==> config.mk <==
export PLATFORM = sky130hd
export DESIGN_NAME = parity_arb_flat
export DESIGN_NICKNAME = d
export VERILOG_FILES = /design/src/rtl/parity_pkg.sv /design/src/rtl/parity_arb_if.sv /design/src/rtl/parity_calc.sv /design/src/rtl/parity_arb.sv /design/src/flat_wrapper.sv
export SDC_FILE = /design/constraint.sdc
export NUM_CORES = 1
export LEC_CHECK = 0
export BUFFER_PORTS_ARGS = -buffer_cell sky130_fd_sc_hd__buf_2
export CORE_MARGIN = 4
export CORE_UTILIZATION = 39
export DETAILED_ROUTE_END_ITERATION = 12
export MAX_ROUTING_LAYER = met4
export PLACE_DENSITY = 0.89
export SLEW_MARGIN = 5
export SYNTH_ARGS = -nofsm -noshare
export SYNTH_HDL_FRONTEND = slang
export SYNTH_HIERARCHICAL = 1
export SYNTH_SLANG_ARGS = --single-unit
==> constraint.sdc <==
create_clock -name clk -period 3.7 [get_ports clk]
set_input_delay 0.74 -clock clk [delete_from_list [all_inputs] [get_ports clk]]
set_output_delay 0.74 -clock clk [all_outputs]
set_load 0.03 [all_outputs]
==> src/rtl/parity_pkg.sv <==
// ---------------------------------------------------------------------------
// parity_pkg
// Shared types and constants for the parity_arb codebase slice.
//   state_t    : result-register FSM state (EMPTY / FULL)
//   DEF_NUM_REQ: default number of requesters
//   DEF_DATA_W : default word width
//   ERR_CNT_W  : width of the saturating parity-mismatch counter
// ---------------------------------------------------------------------------
package parity_pkg;

  typedef enum logic {
    EMPTY = 1'b0,  // result register holds nothing
    FULL  = 1'b1   // result register holds a valid result
  } state_t;

  localparam int DEF_NUM_REQ = 4;
  localparam int DEF_DATA_W  = 32;
  localparam int ERR_CNT_W   = 8;

endpackage : parity_pkg

==> src/rtl/parity_arb_if.sv <==
// ---------------------------------------------------------------------------
// parity_arb_if
// Bundles the requester handshake and the result port of parity_arb.
//   req_valid  [NUM_REQ]        requester i offers a word
//   req_data   [NUM_REQ*DATA_W] word of requester i at [i*DATA_W +: DATA_W]
//   req_ready  [NUM_REQ]        one-hot/zero accept strobe
//   res_valid, res_ready        result handshake
//   res_id     [ID_W]           index of the requester that produced the result
//   res_parity                  XOR of all bits of the accepted word
// Optional (macro PARITY_CHECK_EN):
//   req_par [NUM_REQ]           expected parity per requester
//   res_err                     res_parity differs from captured req_par bit
//   err_cnt [ERR_CNT_W]         saturating mismatch counter
// Modports: master = requesters/consumer side, slave = arbiter side.
// ---------------------------------------------------------------------------
interface parity_arb_if
  import parity_pkg::*;
#(
  parameter int NUM_REQ = DEF_NUM_REQ,
  parameter int DATA_W  = DEF_DATA_W
);
  localparam int ID_W = $clog2(NUM_REQ);

  logic [NUM_REQ-1:0]        req_valid;
  logic [NUM_REQ*DATA_W-1:0] req_data;
  logic [NUM_REQ-1:0]        req_ready;
  logic                      res_valid;
  logic                      res_ready;
  logic [ID_W-1:0]           res_id;
  logic                      res_parity;
`ifdef PARITY_CHECK_EN
  logic [NUM_REQ-1:0]        req_par;
  logic                      res_err;
  logic [ERR_CNT_W-1:0]      err_cnt;
`endif

  modport master (
    output req_valid, req_data, res_ready,
`ifdef PARITY_CHECK_EN
    output req_par,
    input  res_err, err_cnt,
`endif
    input  req_ready, res_valid, res_id, res_parity
  );

  modport slave (
    input  req_valid, req_data, res_ready,
`ifdef PARITY_CHECK_EN
    input  req_par,
    output res_err, err_cnt,
`endif
    output req_ready, res_valid, res_id, res_parity
  );

endinterface : parity_arb_if

==> src/rtl/parity_calc.sv <==
// ---------------------------------------------------------------------------
// parity_calc
// Combinational even-parity generator: parity = ^data (1 when the number of
// ones in data is odd).
//   data   in  DATA_W  word to reduce
//   parity out 1       XOR of all bits of data
// ---------------------------------------------------------------------------
module parity_calc #(
  parameter int DATA_W = parity_pkg::DEF_DATA_W
) (
  input  logic [DATA_W-1:0] data,
  output logic              parity
);

  assign parity = ^data;

endmodule : parity_calc

==> src/rtl/parity_arb.sv <==
// ---------------------------------------------------------------------------
// parity_arb
// Round-robin arbiter sharing one parity generator among NUM_REQ requesters.
// At most one word is granted per cycle; its parity and the winner's index are
// captured into a registered valid/ready result port (latency 1, full
// throughput while res_ready stays high).
// Ports:
//   clk  rising-edge clock
//   rst  asynchronous, active-high reset
//   bus  parity_arb_if.slave (requester handshake + result port)
// Optional feature macro: PARITY_CHECK_EN adds req_par/res_err/err_cnt.
// ---------------------------------------------------------------------------
module parity_arb
  import parity_pkg::*;
#(
  parameter int NUM_REQ = DEF_NUM_REQ,
  parameter int DATA_W  = DEF_DATA_W
) (
  input  logic          clk,
  input  logic          rst,
  parity_arb_if.slave   bus
);

  localparam int ID_W = $clog2(NUM_REQ);

  state_t          state;
  logic [ID_W-1:0] ptr;
  logic            res_valid_q;
  logic [ID_W-1:0] res_id_q;
  logic            res_par_q;

  logic            can_accept;
  logic            any_valid;
  logic            grant;
  logic [ID_W-1:0] win;
  logic [DATA_W-1:0] win_data;
  logic            win_par;
  logic [NUM_REQ-1:0] req_ready_c;

  // Requester index visited at search step k, starting at ptr and wrapping.
  function automatic logic [ID_W-1:0] rr_index(input logic [ID_W-1:0] p, input int k);
    return ID_W'((int'(p) + k) % NUM_REQ);
  endfunction

  assign can_accept = (state == EMPTY) || bus.res_ready;

  // First valid requester at or above ptr, with wrap.
  // NOTE: every always_comb output gets a default before any conditional
  // assignment, so no path leaves it unassigned and no latch is inferred.
  always_comb begin
    any_valid = 1'b0;
    win       = '0;
    for (int k = 0; k < NUM_REQ; k++) begin
      if (!any_valid && bus.req_valid[rr_index(ptr, k)]) begin
        any_valid = 1'b1;
        win       = rr_index(ptr, k);
      end
    end
  end

  // rst gates the grant so req_ready stays low for the whole reset window.
  assign grant = can_accept && any_valid && !rst;

  always_comb begin
    req_ready_c = '0;
    if (grant) req_ready_c[win] = 1'b1;
  end

  // Data mux feeding the single shared parity unit.
  always_comb begin
    win_data = '0;
    for (int i = 0; i < NUM_REQ; i++) begin
      if (win == ID_W'(i)) win_data = bus.req_data[i*DATA_W +: DATA_W];
    end
  end

  parity_calc #(.DATA_W(DATA_W)) u_parity_calc (
    .data   (win_data),
    .parity (win_par)
  );

  // NOTE: sequential state uses non-blocking assignments so every flop samples
  // pre-edge values regardless of statement order.
  always_ff @(posedge clk or posedge rst) begin
    if (rst) begin
      state       <= EMPTY;
      ptr         <= '0;
      res_valid_q <= 1'b0;
      res_id_q    <= '0;
      res_par_q   <= 1'b0;
    end else begin
      if (grant) begin
        res_id_q  <= win;
        res_par_q <= win_par;
        ptr       <= (win == ID_W'(NUM_REQ - 1)) ? '0 : win + ID_W'(1);
      end
      case (state)
        EMPTY: begin
          if (grant) begin
            state       <= FULL;
            res_valid_q <= 1'b1;
          end
        end
        FULL: begin
          // res_ready low: hold everything; res_ready high with a grant:
          // stay FULL with the new result loaded above.
          if (bus.res_ready && !grant) begin
            state       <= EMPTY;
            res_valid_q <= 1'b0;
          end
        end
        default: begin
          state       <= EMPTY;
          res_valid_q <= 1'b0;
        end
      endcase
    end
  end

  assign bus.req_ready  = req_ready_c;
  assign bus.res_valid  = res_valid_q;
  assign bus.res_id     = res_id_q;
  assign bus.res_parity = res_par_q;

`ifdef PARITY_CHECK_EN
  logic                 chk_par_q;
  logic                 res_err_c;
  logic [ERR_CNT_W-1:0] err_cnt_q;

  assign res_err_c = res_valid_q && (res_par_q ^ chk_par_q);

  always_ff @(posedge clk or posedge rst) begin
    if (rst) begin
      chk_par_q <= 1'b0;
      err_cnt_q <= '0;
    end else begin
      if (grant) chk_par_q <= bus.req_par[win];
      // Count mismatches only when the consumer actually takes the result.
      if (res_valid_q && bus.res_ready && res_err_c && (err_cnt_q != '1))
        err_cnt_q <= err_cnt_q + ERR_CNT_W'(1);
    end
  end

  assign bus.res_err = res_err_c;
  assign bus.err_cnt = err_cnt_q;
`endif

endmodule : parity_arb

==> src/flat_wrapper.sv <==
// flat-port wrapper written by rule: the top's interface ports become plain ports
module parity_arb_flat import parity_pkg::*;
#(
  parameter int NUM_REQ = DEF_NUM_REQ,
  parameter int DATA_W  = DEF_DATA_W
)
  (clk, rst, bus_req_valid, bus_req_data, bus_res_ready, bus_req_ready, bus_res_valid, bus_res_id, bus_res_parity);
  parity_arb_if #(.NUM_REQ(NUM_REQ), .DATA_W(DATA_W)) bus_i ();
  input  logic clk;
  input  logic rst;
  input wire logic [$bits(bus_i.req_valid)-1:0] bus_req_valid;
  input wire logic [$bits(bus_i.req_data)-1:0] bus_req_data;
  input wire logic [$bits(bus_i.res_ready)-1:0] bus_res_ready;
  output wire logic [$bits(bus_i.req_ready)-1:0] bus_req_ready;
  output wire logic [$bits(bus_i.res_valid)-1:0] bus_res_valid;
  output wire logic [$bits(bus_i.res_id)-1:0] bus_res_id;
  output wire logic [$bits(bus_i.res_parity)-1:0] bus_res_parity;
  assign bus_i.req_valid = bus_req_valid;
  assign bus_i.req_data = bus_req_data;
  assign bus_i.res_ready = bus_res_ready;
  assign bus_req_ready = bus_i.req_ready;
  assign bus_res_valid = bus_i.res_valid;
  assign bus_res_id = bus_i.res_id;
  assign bus_res_parity = bus_i.res_parity;
  parity_arb #(.NUM_REQ(NUM_REQ), .DATA_W(DATA_W)) u_core (.clk(clk), .rst(rst), .bus(bus_i));
endmodule
* Word level (Yosys, flattened, before mapping)
Index checks and enable logic that the tools add are counted.
** Word-level totals
- Register bits after elaboration :: 7
- Latch bits :: 0
- RAM bits :: 0
- Bits in read-only memories :: 0
- Input bits :: 135
- Output and inout port bits :: 8
- Logic and storage cells :: 67
- Memories :: 0
** Operators by class
- Add/sub/neg operators :: 4
- $mul :: 0
- Div/mod/pow operators :: 0
- $lt $le $gt $ge :: 6
- Equal/unequal tests :: 5
- Shift operators :: 0
- Mux-type cells :: 30
- Bitwise operators :: 1
- Reduce and logical (&&, ||, !) cells :: 16
** Operators by type and width (count)
- two-way mux 32 bit :: 4
- parity 32 bit :: 1
- less-than comparator 2 x 3 -> 1 bit (second input constant) :: 5
- two-way mux 1 bit :: 13
- two-way mux 2 bit :: 5
- binary-select mux 1 bit (select 2 bit) :: 4
- logical AND 1 bit :: 7
- zero test 1 bit :: 5
- adder 2 x 1 -> 2 bit (second input constant) :: 2
- adder 2 bit (second input constant) :: 2
- equality test 2 bit (second input constant) :: 2
- two-way mux 4 bit :: 1
- case mux 1 bit (2 select lines) :: 2
- demux 1 bit (select 2 bit) :: 1
- equality test 2 x 1 -> 1 bit (second input constant) :: 1
- >= comparator 2 x 1 -> 1 bit (second input constant) :: 1
- zero test 2 bit :: 1
- != test 2 x 1 -> 1 bit (second input constant) :: 1
- != test 2 bit (second input constant) :: 1
- AND reduction 2 bit :: 1
- logical OR 1 bit :: 1
- NOT 1 bit :: 1

* Longest topological paths before layout
Gate-level depths: netlist of run 1.
- Depth after elaboration :: 18
- Gate-level depth with buffers :: 15
- Mapped depth without buffers :: 13

* By module
Netlist of run 1, hierarchy kept.
** Modules (own cells, without submodules)
- parity_arb :: instances 1, cells each 200, area an instance 1427.6 µm², sequential area each 175.2 µm²
- parity_calc :: instances 1, cells each 31, area an instance 271.5 µm², sequential area each 0.0 µm²

* Worst setup path before layout of run 1
Ideal clock, no wire load.
- Path type :: input -> register
- Start :: in bus_req_valid[0]
- End :: reg u_core.res_par_q, in the netlist u_core/bus.res_parity
- Library setup time :: 0.128 ns
- Arrival :: 3.367 ns
- Data required time :: 3.572 ns
- Path slack :: 0.205 ns
- Stages on the path :: 14
- Buffers on the path :: 2
- Path through :: a221o_1 > or2_1 > ha_1 > clkbuf_1 > nor2b_1 > buf_2 > a221oi_1 > o31ai_1 > xor2_1 > xnor2_1 > xnor2_1 > xnor2_1 > xnor2_1 > mux2_1
** On the way
- Longest elaborated chain between the ends :: 18
- Elaborated cells on any way between the ends :: 33
- Classes of those cells :: eq/ne: 3; mux: 20; reduce/logical: 10
** RTL lines
- start, declared :: line flat_wrapper.sv:11 : input wire logic [$bits(bus_i.req_valid)-1:0] bus_req_valid;
- binary-select mux 1 bit (select 2 bit) :: line parity_arb.sv:54 : if (!any_valid && bus.req_valid[rr_index(ptr, k)]) begin
- two-way mux 1 bit (not written as such) :: line parity_arb.sv:54
- two-way mux 1 bit :: line parity_arb.sv:54
- zero test 1 bit :: line parity_arb.sv:54
- logical AND 1 bit :: line parity_arb.sv:54
- two-way mux 1 bit :: line parity_arb.sv:54
- zero test 1 bit :: line parity_arb.sv:54
- logical AND 1 bit :: line parity_arb.sv:54
- (+2 left out)
- logical AND 1 bit :: line parity_arb.sv:54
- two-way mux 2 bit (*) :: line parity_arb.sv:54
- zero test 2 bit :: line parity_arb.sv:73 : if (win == ID_W'(i)) win_data = bus.req_data[i*DATA_W +: DATA_W];
- two-way mux 32 bit (3 in a row) :: line parity_arb.sv:73
- two-way mux 32 bit (*) :: line parity_arb.sv:73
- via u_core.win_data[3] :: line parity_arb.sv:36 : logic [DATA_W-1:0] win_data;
- parity 32 bit (*) :: line parity_calc.sv:15 : assign parity = ^data;
- via u_core.win_par :: line parity_arb.sv:37 : logic win_par;
- end signal, assigned :: line parity_arb.sv:94 : res_par_q <= win_par;
- end, declared :: line parity_arb.sv:30 : logic res_par_q;
Mark *: on every way through the listed nets, which the timed path passes. The rest lies on a longest branch. The select of a mux whose other input is x is not followed.
A chain may end at the register's enable or synchronous reset.

* Final worst setup path of run 1
- Start :: in bus_req_valid[1]
- End :: reg u_core.res_par_q, in the netlist u_core/bus.res_parity
Same word-level chain as after synthesis.

==> flow_summary_export.csv, run 1 <==
group,metric,value,unit
status,status,"finished, final reports clean",
clock_tree,htreeDepth,1,
logic_synthesis,avgSynthCellArea,7.36,sq um
logic_synthesis,synth_cells,231,
die,die_y,74.0,microns
worst_setup_path,reg2regPathDepth,14,
layout,final_common_cell,"buf_2",
sta,final-setup-viol-count,0,
clock_tree,clk_latency,230,ps
layout,area_growth,51.5,%
clock_tree,cts.reportedPaths.clkPinSlew,40,ps
grt,track_usage,20.7,%
detailed_routing,drc,0,
worst_setup_path,start_kind,"input pin",
grt,grt_pass1_vias,2120,
worst_setup_path,crit_required,3800,ps
die,die_area,5480,sq um
sta,fin_crit,3470,ps
detailed_routing,wl_per_cell,14.0,microns
logic_synthesis,syn-num-nets,370,
logic_synthesis,yosysTopAreaCellShare,16.0,%
min_path,hold_depth,1,
worst_setup_path,slowest_delay,360,ps
detailed_routing,viasPerCell,5.40,
sta,grt_setup_unrepaired,"false",
detailed_routing,ant_nets,0,
min_path,hp-start,"u_core/bus.res_parity",
logic_synthesis,synthFlopType,"dfrtp_1",
min_path,min_to,"u_core/bus.res_parity",
logic_synthesis,synth_area_leaders,"a221oi_1 16%, o31ai_1 15%, xnor2_1 14%",
clock_tree,cts_tree,"yes",
pwr,ir_drop,0.000562,V
layout,layout_common_cells,"142 x buf_2, 34 x nand2_1, 32 x nor2b_1",
detailed_routing,drt_iter0_drc,124,
placed_design,place.gp.congestion,0.844,
worst_setup_path,crit_path_frequent_cell,"xnor2_1",
run,drv_cap,0,
detailed_routing,finalWirelength,5820,microns
layout,num-fill-cells,363,
logic_synthesis,async_reset_ff_share,100,%
logic_synthesis,synth_cell_types,36,
placed_design,hpwl,4690,microns
logic_synthesis,ys_seq_area_share,10.3,%
die,core_area,4120,sq um
pwr,power.density,882,nW/um^2
sta,fin_tns_setup,0,ps
detailed_routing,drt_pass1_iterations,4,
detailed_routing,vias,2251,
sta,period_share,93.8,%
logic_synthesis,synth-edff-count,0,
sta,skew,4.95,ps
pwr,leakage,1.17,nW
worst_setup_path,crit_buf_inv,2,
clock_tree,cts_root_buf,"clkbuf_8",
die,floorplan.initialDensity,41.3,%
worst_setup_path,worstSetupPathType,"input pin to flip-flop",
min_path,hold_path.class,"flip-flop to flip-flop",
worst_setup_path,rrSetupSlack,300,ps
worst_setup_path,endpoint_kind,"flip-flop",
logic_synthesis,syn_area,1700,sq um
grt,antenna_found_initial,0,
grt,grt-ovfl-total,0,
grt,grt_first_pass_wirelength,8940,microns
layout,drive_above_1_share,45.0,%
die,rows,23,
die,num_io_pins,143,
sta,slew_headroom,66.1,%
sta,tightest_slew,504,ps
placed_design,post_dp_cell_area,2520,sq um
layout,fin_area,2570,sq um
worst_setup_path,slowest_stage,"a221o_1",
logic_synthesis,yosysTopAreaCell,"a221oi_1",
worst_setup_path,crit_chain,"buf_2 > a221o_1 > or2_1 > ha_1 > nor2b_2 > buf_4 > a221oi_1 > o31ai_1 > xor2_1 > xnor2_1 > xnor2_1 > xnor2_1 > xnor2_1 > mux2_1",
sta,fmax,288,MHz
worst_setup_path,critPathArrivalTime,3570,ps
worst_setup_path,crit_family,"XOR/XNOR gates",
logic_synthesis,yosys_warnings,6,
worst_setup_path,r2r_start,"u_core/ptr[1]",
clock_tree,cts-buffers-inserted,3,
layout,fin_nets,507,
sta,report.final.slew_viol_count,0,
clock_tree,clkSinkCount,7,
worst_setup_path,crit-reg2reg-capture,"u_core/bus.res_parity",
clock_tree,cts_buffer_depth,2,
placed_design,port_buffers,142,
clock_tree,cts_setup_buffers,0,
sta,hold_violations,0,
grt,grt_max_degree,40,
die,die_x,74.0,microns
layout,insertedDiodeCount,0,
worst_setup_path,crit_fanout,18,
logic_synthesis,ys_ff_latch,7,
registers in the layout (all words and copies together) (netlist names):
signal                 count
u_core/bus.res_valid       1
u_core/ptr                 2
u_core/state               1
u_core/bus.res_id          2
u_core/bus.res_parity      1
cells by family (layout without fill, tap and decap cells):
logic type,count (synthesis),count (layout),share of synthesized area (%)
simple gates,84,84,26.5
mux,3,3,1.91
flops,7,7,10.3
buf+inv,25,161,5.74
fa+ha+maj,4,4,2.95
xor+xnor,31,31,16.0
compound gates,77,77,36.6
worst max-delay path by stage:
stage,depth (start not counted),slack (ps),from,endpoint
floorplan,14,210,bus_req_valid[0],u_core/bus.res_parity
global placement,14,30,bus_req_valid[1],u_core/bus.res_parity
detailed placement,14,-40,bus_req_valid[1],u_core/bus.res_parity
CTS,14,180,bus_req_valid[1],u_core/bus.res_parity
global route,15,20,bus_req_valid[2],u_core/bus.res_parity
finish,14,230,bus_req_valid[1],u_core/bus.res_parity
stage by stage:
stage	instances	utilization (%)	hold WS, ps	total power (W)	setup slack [ps]
global placement	413	61.2	475	0.00212	29.6
global route	417	62.5	525	0.00246	17.6
detailed placement	413	61.2	473	0.00216	-35.1
CTS	417	62.3	484	0.00227	184
floorplan	231	-	543	0.00177	205
finish	417	62.5	486	0.00227	229
layout make-up:
| class | instances | area [sq um] | share of cell area, % |
|---|---|---|---|
| Clock buffer | 3 | 41.3 | 1.60 |
| Clock inverter | 1 | 5.00 | 0.194 |
| Inverter | 4 | 15.0 | 0.583 |
| Multi-Input combinational cell | 199 | 1440 | 56.1 |
| Sequential cell | 7 | 175 | 6.81 |
| Tap cell | 50 | 62.6 | 2.43 |
| Timing Repair Buffer | 153 | 831 | 32.3 |
power by group:
group	switching, W	internal (W)	leakage, nW
logic	0.000962	0.00107	1.07
clock network	0.0000353	0.0000731	0.0255
registers	0.0000239	0.000109	0.0821
total	0.00102	0.00125	1.17
synth_stat cells, drive strengths merged (2+ instances only):
cell type  count
nand2         34
nor2b         33
o31ai         33
a221oi        31
xnor2         28
clkbuf        18
dfrtp          7
and2           4
ha             4
inv            4
buf            3
nor2           3
xor2           3
a21oi          2
mux2           2
nand3          2
nor3           2
o21ai          2
metal layers:
| layer | global-route usage, % | wire, microns | vias up |
|---|---|---|---|
| met5 | - | 0 | - |
| met1 | 24.1 | 2360 | 1015 |
| met3 | 0.946 | 404 | 2 |
| li1 | - | - | 1139 |
| met2 | 38.2 | 3020 | 95 |
| met4 | 6.04 | 41 | 0 |
what timing repair did:
action | 4_1_cts | 5_1_grt
setup endpoints to repair | 0 | 1
hold buffers | 0 | 0
resized for setup | 0 | 2
(Power assumes the default switching activity.)
==> run 2: changes to the inputs <==
--- a/config.mk
+++ b/config.mk
@@ -6,8 +6,10 @@
 export NUM_CORES = 1
 export LEC_CHECK = 0
 export BUFFER_PORTS_ARGS = -buffer_cell sky130_fd_sc_hd__buf_2
+export CORE_ASPECT_RATIO = 1.2
 export CORE_MARGIN = 4
 export CORE_UTILIZATION = 39
+export CTS_CLUSTER_SIZE = 40
 export DETAILED_ROUTE_END_ITERATION = 12
 export MAX_ROUTING_LAYER = met4
 export PLACE_DENSITY = 0.89
==> run 2 against run 1 <==
  * Clock skew shrank 3.2 ps
  * Core utilization shrank 0.44 points
  * Critical path depth is the same
  * Setup slack gained 11 ps
  * First-iteration DRC count shrank 57%
  * Cell area grew 2.0%
  * Critical path type unchanged
  * Critical endpoint unchanged
==> flow_summary_export.csv, run 2 (synthesized netlist as in run 1, its figures left out) <==
group,metric,value,unit
clock_tree,htreeDepth,1,
detailed_routing,wl_per_cell,13.3,microns
status,status,"finished, final reports clean",
sta,grt_setup_unrepaired,"false",
clock_tree,cts-buffers-inserted,3,
layout,area_growth,54.6,%
worst_setup_path,crit_family,"XOR/XNOR gates",
pwr,p_sw,0.00102,W
clock_tree,cts_tree,"yes",
grt,track_usage,19.7,%
worst_setup_path,rrSetupSlack,320,ps
detailed_routing,viasPerCell,5.41,
pwr,power.density,871,nW/um^2
placed_design,place.gp.congestion,0.905,
worst_setup_path,crit_fanout,13,
worst_setup_path,crit_required,3800,ps
layout,layout_common_cells,"142 x buf_2, 34 x nand2_1, 32 x nor2b_1",
pwr,swShare,44.6,%
sta,period_share,93.5,%
worst_setup_path,endpoint_kind,"flip-flop",
worst_setup_path,worstSetupPathType,"input pin to flip-flop",
pwr,clockPowerShare,4.6,%
clock_tree,cts_setup_buffers,0,
grt,grt_max_degree,35,
pwr,leakage,1.20,nW
sta,skew,1.72,ps
worst_setup_path,start_kind,"input pin",
die,floorplan.initialDensity,40.2,%
clock_tree,cts_resized,0,
die,rows,26,
die,num_io_pins,143,
sta,hold_violations,0,
sta,fmax,289,MHz
detailed_routing,ant_nets,0,
layout,final_common_cell,"buf_2",
clock_tree,cts_buffer_depth,2,
die,die_x,68.3,microns
sta,final-setup-viol-count,0,
layout,num-fill-cells,387,
clock_tree,cts.reportedPaths.clkPinSlew,40,ps
worst_setup_path,crit_chain,"buf_2 > a221o_1 > or2_1 > ha_1 > nor2b_2 > buf_6 > a221oi_1 > o31ai_2 > xor2_1 > xnor2_1 > xnor2_1 > xnor2_1 > xnor2_1 > mux2_1",
layout,fin_nets,512,
pwr,intPower,0.00127,W
detailed_routing,drt_pass1_iterations,4,
grt,grt_pass1_vias,2062,
sta,tightest_slew,459,ps
detailed_routing,drt_iter0_drc,53,
sta,report.final.slew_viol_count,0,
sta,slew_headroom,69.1,%
worst_setup_path,slowest_stage,"a221o_1",
die,die_y,80.3,microns
worst_setup_path,crit_path_frequent_cell,"xnor2_1",
layout,fin_util,62.1,%
min_path,hold_path.class,"flip-flop to flip-flop",
layout,insertedDiodeCount,0,
pwr,p_comb_share,89.6,%
detailed_routing,vias,2315,
pwr,seq_power_share,5.8,%
grt,grt_first_pass_wirelength,8450,microns
detailed_routing,finalWirelength,5710,microns
placed_design,hpwl,4740,microns
sta,fin_crit,3460,ps
worst_setup_path,critPathArrivalTime,3560,ps
grt,antenna_found_initial,0,
run,drv_cap,0,
placed_design,post_dp_cell_area,2560,sq um
die,core_area,4230,sq um
clock_tree,clk_latency,220,ps
sta,fin_hold_ws,491,ps
sta,fin_tns_setup,0,ps
die,die_area,5480,sq um
clock_tree,clkSinkCount,7,
layout,drive_above_1_share,45.7,%
clock_tree,cts_root_buf,"clkbuf_8",
grt,grt-ovfl-total,0,
worst_setup_path,crit_buf_inv,2,
detailed_routing,drc,0,
clock_tree,ctsHoldBuffers,0,
worst_setup_path,slowest_delay,330,ps
layout,fin_area,2630,sq um
pwr,ir_drop,0.000574,V
placed_design,port_buffers,142,
==> run 2: cell count changes in the layout (fill, tap and decap cells not counted) <==
cell and delta:
buf_6 +1, clkinv_2 -1, o31ai_2 +1, o31ai_1 -1
buf_4 +4, clkbuf_1 +1
==> run 2: worst paths after layout <==
path,start,end,cells after the start
max in group asynchronous,rst,u_core/bus.res_parity,2
setup / recovery,bus_req_valid[0],u_core/bus.res_parity,14
hold / removal,u_core/bus.res_parity,u_core/bus.res_parity,1
setup reg to reg,u_core/ptr[1],u_core/bus.res_parity,14
min in group asynchronous,rst,u_core/bus.res_id[0],2
hold reg to reg,u_core/bus.res_parity,u_core/bus.res_parity,1
==> run 2: per-layer routing <==
metal	GRT usage, %	routed length [microns]	vias to the layer above
li1	-	-	1147
met4	4.17	63	0
met1	21.6	2120	1058
met5	-	0	-
met2	37.7	3050	104
met3	1.12	477	6
==> run 2: final cells by class <==
cell class | instances | area [sq um] | share of cell area [%]
Multi-Input combinational cell | 199 | 1450 | 55.2
Timing Repair Buffer | 158 | 872 | 33.2
Sequential cell | 7 | 175 | 6.67
Tap cell | 56 | 70.1 | 2.67
Clock buffer | 4 | 45.0 | 1.72
Inverter | 4 | 15.0 | 0.572
==> run 2: through the flow <==
stage          std cells  power, W  worst slack (ps)
6_report             428   0.00229               239
5_1_grt              428   0.00252              23.9
4_1_cts              428   0.00232              84.5
3_5_place_dp         424   0.00219              -130
3_3_place_gp         424   0.00216              -103
2_1_floorplan        231   0.00177               205
==> run 2: power groups by stage <==
stage / sequential [W] / combinational [W] / clock, W
after global placement: 0.000133 / 0.00203 / 0
after detailed placement: 0.000133 / 0.00206 / 0
final: 0.000133 / 0.00205 / 0.000106
after CTS: 0.000133 / 0.00208 / 0.000109
after global routing: 0.000137 / 0.00227 / 0.000114
after floorplan: 0.000157 / 0.00161 / 0
==> run 2: worst register-to-register path, stage by stage, from the launching register on <==
cell and delay (ps):
dfrtp_1 450, inv_1 80, a221o_1 360, or2_1 240, ha_1 210, nor2b_2 180, buf_6 180, a221oi_1 100
o31ai_2 310, xor2_1 230, xnor2_1 110, xnor2_1 250, xnor2_1 190, xnor2_1 90, mux2_1 290
